$ cat src/rtl/ddr5_deser_seq_ctrl_if.sv
// Request/status bundle between the read-timing logic and the deserializer sequencer.
// The sequencer side (slave) drives the deserializer controls and status.
interface ddr5_deser_seq_ctrl_if #(
  parameter int unsigned BL_W  = 5,
  parameter int unsigned LAT_W = 4
);
  logic             start_i;
  logic [BL_W-1:0]  burst_len_i;
  logic [LAT_W-1:0] lat_i;
  logic             abort_i;
  logic             ready_o;
  logic             busy_o;
  logic             enable_o;
  logic [1:0]       phase_sel_o;
  logic             count_done_o;
  logic             word_valid_o;
  logic             done_o;
  logic             err_o;

  modport master (
    output start_i, burst_len_i, lat_i, abort_i,
    input  ready_o, busy_o, enable_o, phase_sel_o, count_done_o,
           word_valid_o, done_o, err_o
  );

  modport slave (
    input  start_i, burst_len_i, lat_i, abort_i,
    output ready_o, busy_o, enable_o, phase_sel_o, count_done_o,
           word_valid_o, done_o, err_o
  );
endinterface

$ cat src/rtl/ddr5_deser_seq_ctrl.sv
// Read-burst sequencer for the DDR5 deserializer: waits the programmed latency,
// steps the phase select beat by beat and flags each completed 4-beat word.
module ddr5_deser_seq_ctrl #(
  parameter int unsigned MAX_BL = 16,
  parameter int unsigned BL_W   = 5,
  parameter int unsigned LAT_W  = 4
) (
  input  logic                  clk_i,
  input  logic                  rst_i,
  ddr5_deser_seq_ctrl_if.slave  bus
);

  typedef enum logic [1:0] {
    S_IDLE    = 2'd0,
    S_WAIT    = 2'd1,
    S_CAPTURE = 2'd2,
    S_DRAIN   = 2'd3
  } state_t;

  state_t           state_q, state_n;
  logic [BL_W-1:0]  len_q, len_n;
  logic [BL_W-1:0]  beat_q, beat_n;
  logic [LAT_W-1:0] wait_q, wait_n;
  logic             v1_q, wv_q, err_q;
  logic             err_n;

  logic             ready_c;
  logic             abort_c;
  logic             legal_c;
  logic             accept_c;
  logic             enable_c;
  logic             count_done_c;

  assign ready_c  = (state_q == S_IDLE) || (state_q == S_DRAIN);
  assign abort_c  = bus.abort_i && (state_q != S_IDLE);
  assign legal_c  = (bus.burst_len_i != '0) && (bus.burst_len_i[1:0] == 2'b00) &&
                    (bus.burst_len_i <= BL_W'(MAX_BL));
  assign accept_c = bus.start_i && ready_c && !abort_c && legal_c;

  // Deserializer controls decoded from registered state and beat counter
  assign enable_c     = (state_q == S_CAPTURE) || (state_q == S_DRAIN);
  assign count_done_c = (state_q == S_CAPTURE) && (beat_q[1:0] == 2'b11);

  assign bus.ready_o      = ready_c;
  assign bus.busy_o       = (state_q != S_IDLE);
  assign bus.enable_o     = enable_c;
  assign bus.phase_sel_o  = (state_q == S_CAPTURE) ? beat_q[1:0] : 2'b00;
  assign bus.count_done_o = count_done_c;
  assign bus.done_o       = (state_q == S_DRAIN);
  assign bus.word_valid_o = wv_q;
  assign bus.err_o        = err_q;

  always_ff @(posedge clk_i or negedge rst_i) begin
    if (!rst_i) begin
      state_q <= S_IDLE;
      len_q   <= '0;
      beat_q  <= '0;
      wait_q  <= '0;
      v1_q    <= 1'b0;
      wv_q    <= 1'b0;
      err_q   <= 1'b0;
    end else begin
      state_q <= state_n;
      len_q   <= len_n;
      beat_q  <= beat_n;
      wait_q  <= wait_n;
      v1_q    <= enable_c && count_done_c;
      // Gating by enable drops a pending word when the burst is aborted
      wv_q    <= v1_q && enable_c;
      err_q   <= err_n;
    end
  end

  always_comb begin
    state_n = state_q;
    len_n   = len_q;
    beat_n  = beat_q;
    wait_n  = wait_q;
    err_n   = bus.start_i && ready_c && !abort_c && !legal_c;

    unique case (state_q)
      S_IDLE: begin
        if (accept_c) begin
          len_n   = bus.burst_len_i;
          wait_n  = bus.lat_i;
          beat_n  = '0;
          state_n = (bus.lat_i != '0) ? S_WAIT : S_CAPTURE;
        end
      end
      S_WAIT: begin
        wait_n = wait_q - LAT_W'(1);
        if (wait_q == LAT_W'(1)) state_n = S_CAPTURE;
      end
      S_CAPTURE: begin
        if (beat_q == len_q - BL_W'(1)) begin
          beat_n  = '0;
          state_n = S_DRAIN;
        end else begin
          beat_n = beat_q + BL_W'(1);
        end
      end
      S_DRAIN: begin
        state_n = S_IDLE;
        if (accept_c) begin
          len_n   = bus.burst_len_i;
          wait_n  = bus.lat_i;
          beat_n  = '0;
          state_n = (bus.lat_i != '0) ? S_WAIT : S_CAPTURE;
        end
      end
      default: state_n = S_IDLE;
    endcase

    if (abort_c) begin
      state_n = S_IDLE;
      len_n   = '0;
      beat_n  = '0;
      wait_n  = '0;
    end
  end

endmodule

$ cat src/flat_wrapper.sv
// flat-port wrapper written by rule: the top's interface ports become plain ports
module ddr5_deser_seq_ctrl_flat 
#(
  parameter int unsigned MAX_BL = 16,
  parameter int unsigned BL_W   = 5,
  parameter int unsigned LAT_W  = 4
)
  (clk_i, rst_i, bus_start_i, bus_burst_len_i, bus_lat_i, bus_abort_i, bus_ready_o, bus_busy_o, bus_enable_o, bus_phase_sel_o, bus_count_done_o, bus_word_valid_o, bus_done_o, bus_err_o);
  ddr5_deser_seq_ctrl_if #(.BL_W(BL_W), .LAT_W(LAT_W)) bus_i ();
  input  logic clk_i;
  input  logic rst_i;
  input wire logic [$bits(bus_i.start_i)-1:0] bus_start_i;
  input wire logic [$bits(bus_i.burst_len_i)-1:0] bus_burst_len_i;
  input wire logic [$bits(bus_i.lat_i)-1:0] bus_lat_i;
  input wire logic [$bits(bus_i.abort_i)-1:0] bus_abort_i;
  output wire logic [$bits(bus_i.ready_o)-1:0] bus_ready_o;
  output wire logic [$bits(bus_i.busy_o)-1:0] bus_busy_o;
  output wire logic [$bits(bus_i.enable_o)-1:0] bus_enable_o;
  output wire logic [$bits(bus_i.phase_sel_o)-1:0] bus_phase_sel_o;
  output wire logic [$bits(bus_i.count_done_o)-1:0] bus_count_done_o;
  output wire logic [$bits(bus_i.word_valid_o)-1:0] bus_word_valid_o;
  output wire logic [$bits(bus_i.done_o)-1:0] bus_done_o;
  output wire logic [$bits(bus_i.err_o)-1:0] bus_err_o;
  assign bus_i.start_i = bus_start_i;
  assign bus_i.burst_len_i = bus_burst_len_i;
  assign bus_i.lat_i = bus_lat_i;
  assign bus_i.abort_i = bus_abort_i;
  assign bus_ready_o = bus_i.ready_o;
  assign bus_busy_o = bus_i.busy_o;
  assign bus_enable_o = bus_i.enable_o;
  assign bus_phase_sel_o = bus_i.phase_sel_o;
  assign bus_count_done_o = bus_i.count_done_o;
  assign bus_word_valid_o = bus_i.word_valid_o;
  assign bus_done_o = bus_i.done_o;
  assign bus_err_o = bus_i.err_o;
  ddr5_deser_seq_ctrl #(.MAX_BL(MAX_BL), .BL_W(BL_W), .LAT_W(LAT_W)) u_core (.clk_i(clk_i), .rst_i(rst_i), .bus(bus_i));
endmodule
$ cat config.mk
export PLATFORM = sky130hd
export DESIGN_NAME = ddr5_deser_seq_ctrl_flat
export DESIGN_NICKNAME = d
export VERILOG_FILES = /design/src/rtl/ddr5_deser_seq_ctrl_if.sv /design/src/rtl/ddr5_deser_seq_ctrl.sv /design/src/flat_wrapper.sv
export SDC_FILE = /design/constraint.sdc
export NUM_CORES = 1
export LEC_CHECK = 0
export BUFFER_PORTS_ARGS = -buffer_cell sky130_fd_sc_hd__buf_2
export CORE_ASPECT_RATIO = 1.25
export CORE_UTILIZATION = 50
export CTS_CLUSTER_DIAMETER = 30
export DETAILED_ROUTE_END_ITERATION = 6
export GPL_ROUTABILITY_DRIVEN = 0
export PLACE_DENSITY = 0.73
export SLEW_MARGIN = 25
export SYNTH_ARGS = -nofsm -noshare
export SYNTH_HDL_FRONTEND = slang
export SYNTH_SLANG_ARGS = --single-unit
$ cat constraint.sdc
create_clock -name clk_i -period 6.2 [get_ports clk_i]
set_input_delay 0.31 -clock clk_i [delete_from_list [all_inputs] [get_ports clk_i]]
set_output_delay 0.31 -clock clk_i [all_outputs]
set_load 0.1 [all_outputs]
==> impl_metrics.ini <==
[setup_path]
r2r_slack_ns = 4.09
cp.arrival_ns = 1.82
criticalPathCategory = reg2out
start_kind = flip-flop
cp_max_fo = 8
crit_required_ns = 5.89
end_kind = output pin

[final_layout]
fin_util = 0.602
stdcell_area_mm2 = 0.00146
drive_gt1_frac = 0.202
final_nets = 186
antenna_cells = 0
areaGrowthSynthToFinish_pct = 13.1
fillers = 218

[yosys]
synthXorXnorAreaFrac = 0.0407
yosys_warnings = 0
synth_compound_area_frac = 0.181
yosys.area_share.simple = 0.248
avgSynthCellArea_um2 = 9.29
syn-instance-count = 139
synth-main-ff-cell = dfrtp_1
synth_edf_count = 0
synth_top_family_by_area = simple AND/OR/NAND/NOR gates
synth_seq_cells = 19
synthMuxAreaShare = 0.0310
synth.distinct_cells = 44
syn-num-nets = 161
async_reset_ff_frac = 1.00
synth_area_mm2 = 0.00129
synthAdderAreaFrac = 0.0872
ys_seq_area_frac = 0.368

[place]
dp.final_hpwl_mm = 2.07
port_buffers = 21
dpl_cell_area_mm2 = 0.00142

[global_route]
overflow = 0
grt_util_all_layers = 0.222
grt_pass1_wl_mm = 4.37
grt_pass1_vias = 979
antenna_found_initial = 0
grt_start_max_net_pins = 20

[drt]
ant_nets = 0
dr_total_vias = 1085
viasPerCell = 5.54
drtIter0Drc = 24
wl_mm = 2.65
wl_per_cell_um = 13.5
drc = 0
dr.pass1.iters = 4

[power_and_ir_drop]
max-vdd-ir-drop_uv = 364
p_sw_frac = 0.548
pwr-share-seq = 0.273
leakagePower_nw = 0.684
pwr-share-clk = 0.092
powerDensity_mw_per_mm2 = 465
power.total_mw = 0.679
p_sw_mw = 0.373
combinationalPowerShare = 0.634
p_int_mw = 0.307

[sta]
tns_ns = 0
hold_violations = 0
period_share = 0.344
worst_slew_pin_slew_ns = 0.682
fmax_mhz = 469
setup_violations = 0
period_needed_ns = 2.13
skew_ns = 0.00117
max-slew-margin-rel = 0.544
rsz0062_at_grt = false
finalHoldWorstSlack_ns = 0.270
maxSlewViolCount = 0

[clocking]
cts.sinks = 19
clk_path_buf_depth = 2
path_clk_slew_ns = 0.10
h-tree-depth = 1
clk_latency_ns = 0.30
cts_root_buffer = clkbuf_4
cts_tree = built
post_cts_buffers = 0
cts-buffers-inserted = 3
ctsResizeCount = 0

[die]
die_height_um = 58.8
fp.dieArea_mm2 = 0.00279
rows = 20
initial_core_util = 0.532
dieWidth_um = 47.5
ioPinCount = 22
core-area_mm2 = 0.00243

[run_status]
status = finished, final reports clean

[run]
max_cap_viol_count = 0

[worst_hold_path]
hp-class = in2reg
-- power by group through the flow --
stage	Combinational (mW)	Sequential, mW	Clock [mW]
global placement	0.423	0.187	0
detailed placement	0.432	0.189	0
finish	0.431	0.186	0.0628
floorplan	0.341	0.199	0
CTS	0.433	0.186	0.0648
global route	0.465	0.192	0.0703
-- cells in the mapped netlist, types with 3 or more instances --
master / n / area share
a21oi_1: 8 / 0.031
xnor2_1: 3 / 0.020
ha_1: 9 / 0.087
o31ai_1: 3 / 0.017
xor2_1: 3 / 0.020
and2_1: 5 / 0.024
dfrtp_1: 19 / 0.37
nor2_1: 10 / 0.029
nor3_1: 4 / 0.016
and3_1: 3 / 0.015
mux2i_1: 4 / 0.031
o21ai_0: 7 / 0.027
inv_1: 10 / 0.029
nand2_1: 12 / 0.035
nand3_1: 5 / 0.019
-- worst max-delay path, cell delays in order (launching register included) --
cell and delay, ns:
dfrtp_1 0.43, inv_1 0.14, ha_1 0.35, or2_2 0.18
buf_2 0.41
-- kinds of logic after synthesis --
group                    count (synthesis)
adder cells (fa/ha/maj)                  9
flip-flops                              19
buffers and inverters                   13
AO/OA/AOI/OAI                           32
AND/OR/NAND/NOR                         56
multiplexers                             4
XOR/XNOR                                 6
-- placed cells by master (no fill, tap or decap), types with 2 or more instances in the layout --
cell,netlist,layout
dfrtp_1,19,19
inv_1,10,10
mux2i_1,4,4
o31ai_1,3,3
nor2_1,10,10
o2bb2ai_1,2,2
xor2_1,3,3
nor3_1,4,4
o22ai_1,2,2
a21oi_1,8,8
and3_1,3,3
nor3b_1,2,2
and2_1,5,5
buf_2,0,21
nand2_1,12,12
xnor2_1,3,3
ha_1,9,9
clkbuf_4,0,3
nor2b_1,2,2
nand2b_1,2,2
o21ai_0,7,7
nand3_1,5,5
-- layout make-up --
class / instances / area (um^2) / area share
Clock buffer: 3 / 22.5 / 0.0154
Clock inverter: 1 / 5.00 / 0.00343
Inverter: 11 / 41.3 / 0.0283
Multi-Input combinational cell: 107 / 759 / 0.520
Sequential cell: 19 / 475 / 0.326
Tap cell: 33 / 41.3 / 0.0283
Timing Repair Buffer: 22 / 115 / 0.0788
-- flip-flops by register name, indices dropped and copies added, names as in the netlist --
| signal | count |
|---|---|
| u_core.bus.word_valid_o | 1 |
| u_core.len_q | 5 |
| u_core.beat_q | 5 |
| u_core.state_q | 2 |
| u_core.v1_q | 1 |
| u_core.bus.err_o | 1 |
| u_core.wait_q | 4 |
-- timing repair --
item	4_1_cts	5_1_grt
endpoints found under the setup margin	0	0
hold buffers	1	0
hold endpoints to repair	19	0
-- through the flow --
step / std cells / worst slack (ns)
detailed placement: 191 / 4.12
global route: 196 / 3.93
global placement: 191 / 4.14
floorplan: 139 / 3.72
finish: 196 / 4.07
CTS: 196 / 4.06
-- per-layer routing --
layer / GRT usage / part of all wire / vias up
li1: - / - / 547
met1: 0.281 / 0.42 / 513
met2: 0.362 / 0.54 / 17
met3: 0.0276 / 0.017 / 8
met4: 0.106 / 0.025 / 0
met5: 0 / 0 / -
-- worst paths after layout --
kind,startpoint,to,cells after the start
worst min-delay path,bus_burst_len_i[3],u_core.len_q[3]$_DFFE_PN0P_,3
max in group asynchronous,rst_i,u_core.beat_q[1]$_DFFE_PN0P_,2
worst min register to register,u_core.v1_q$_DFF_PN0_,u_core.bus.word_valid_o$_DFF_PN0_,1
worst max-delay path,u_core.state_q[0]$_DFFE_PN0P_,bus_enable_o,4
worst max register to register,u_core.state_q[0]$_DFFE_PN0P_,u_core.state_q[1]$_DFFE_PN0P_,7
min in group asynchronous,rst_i,u_core.beat_q[2]$_DFFE_PN0P_,2
(Power assumes the default switching activity.)
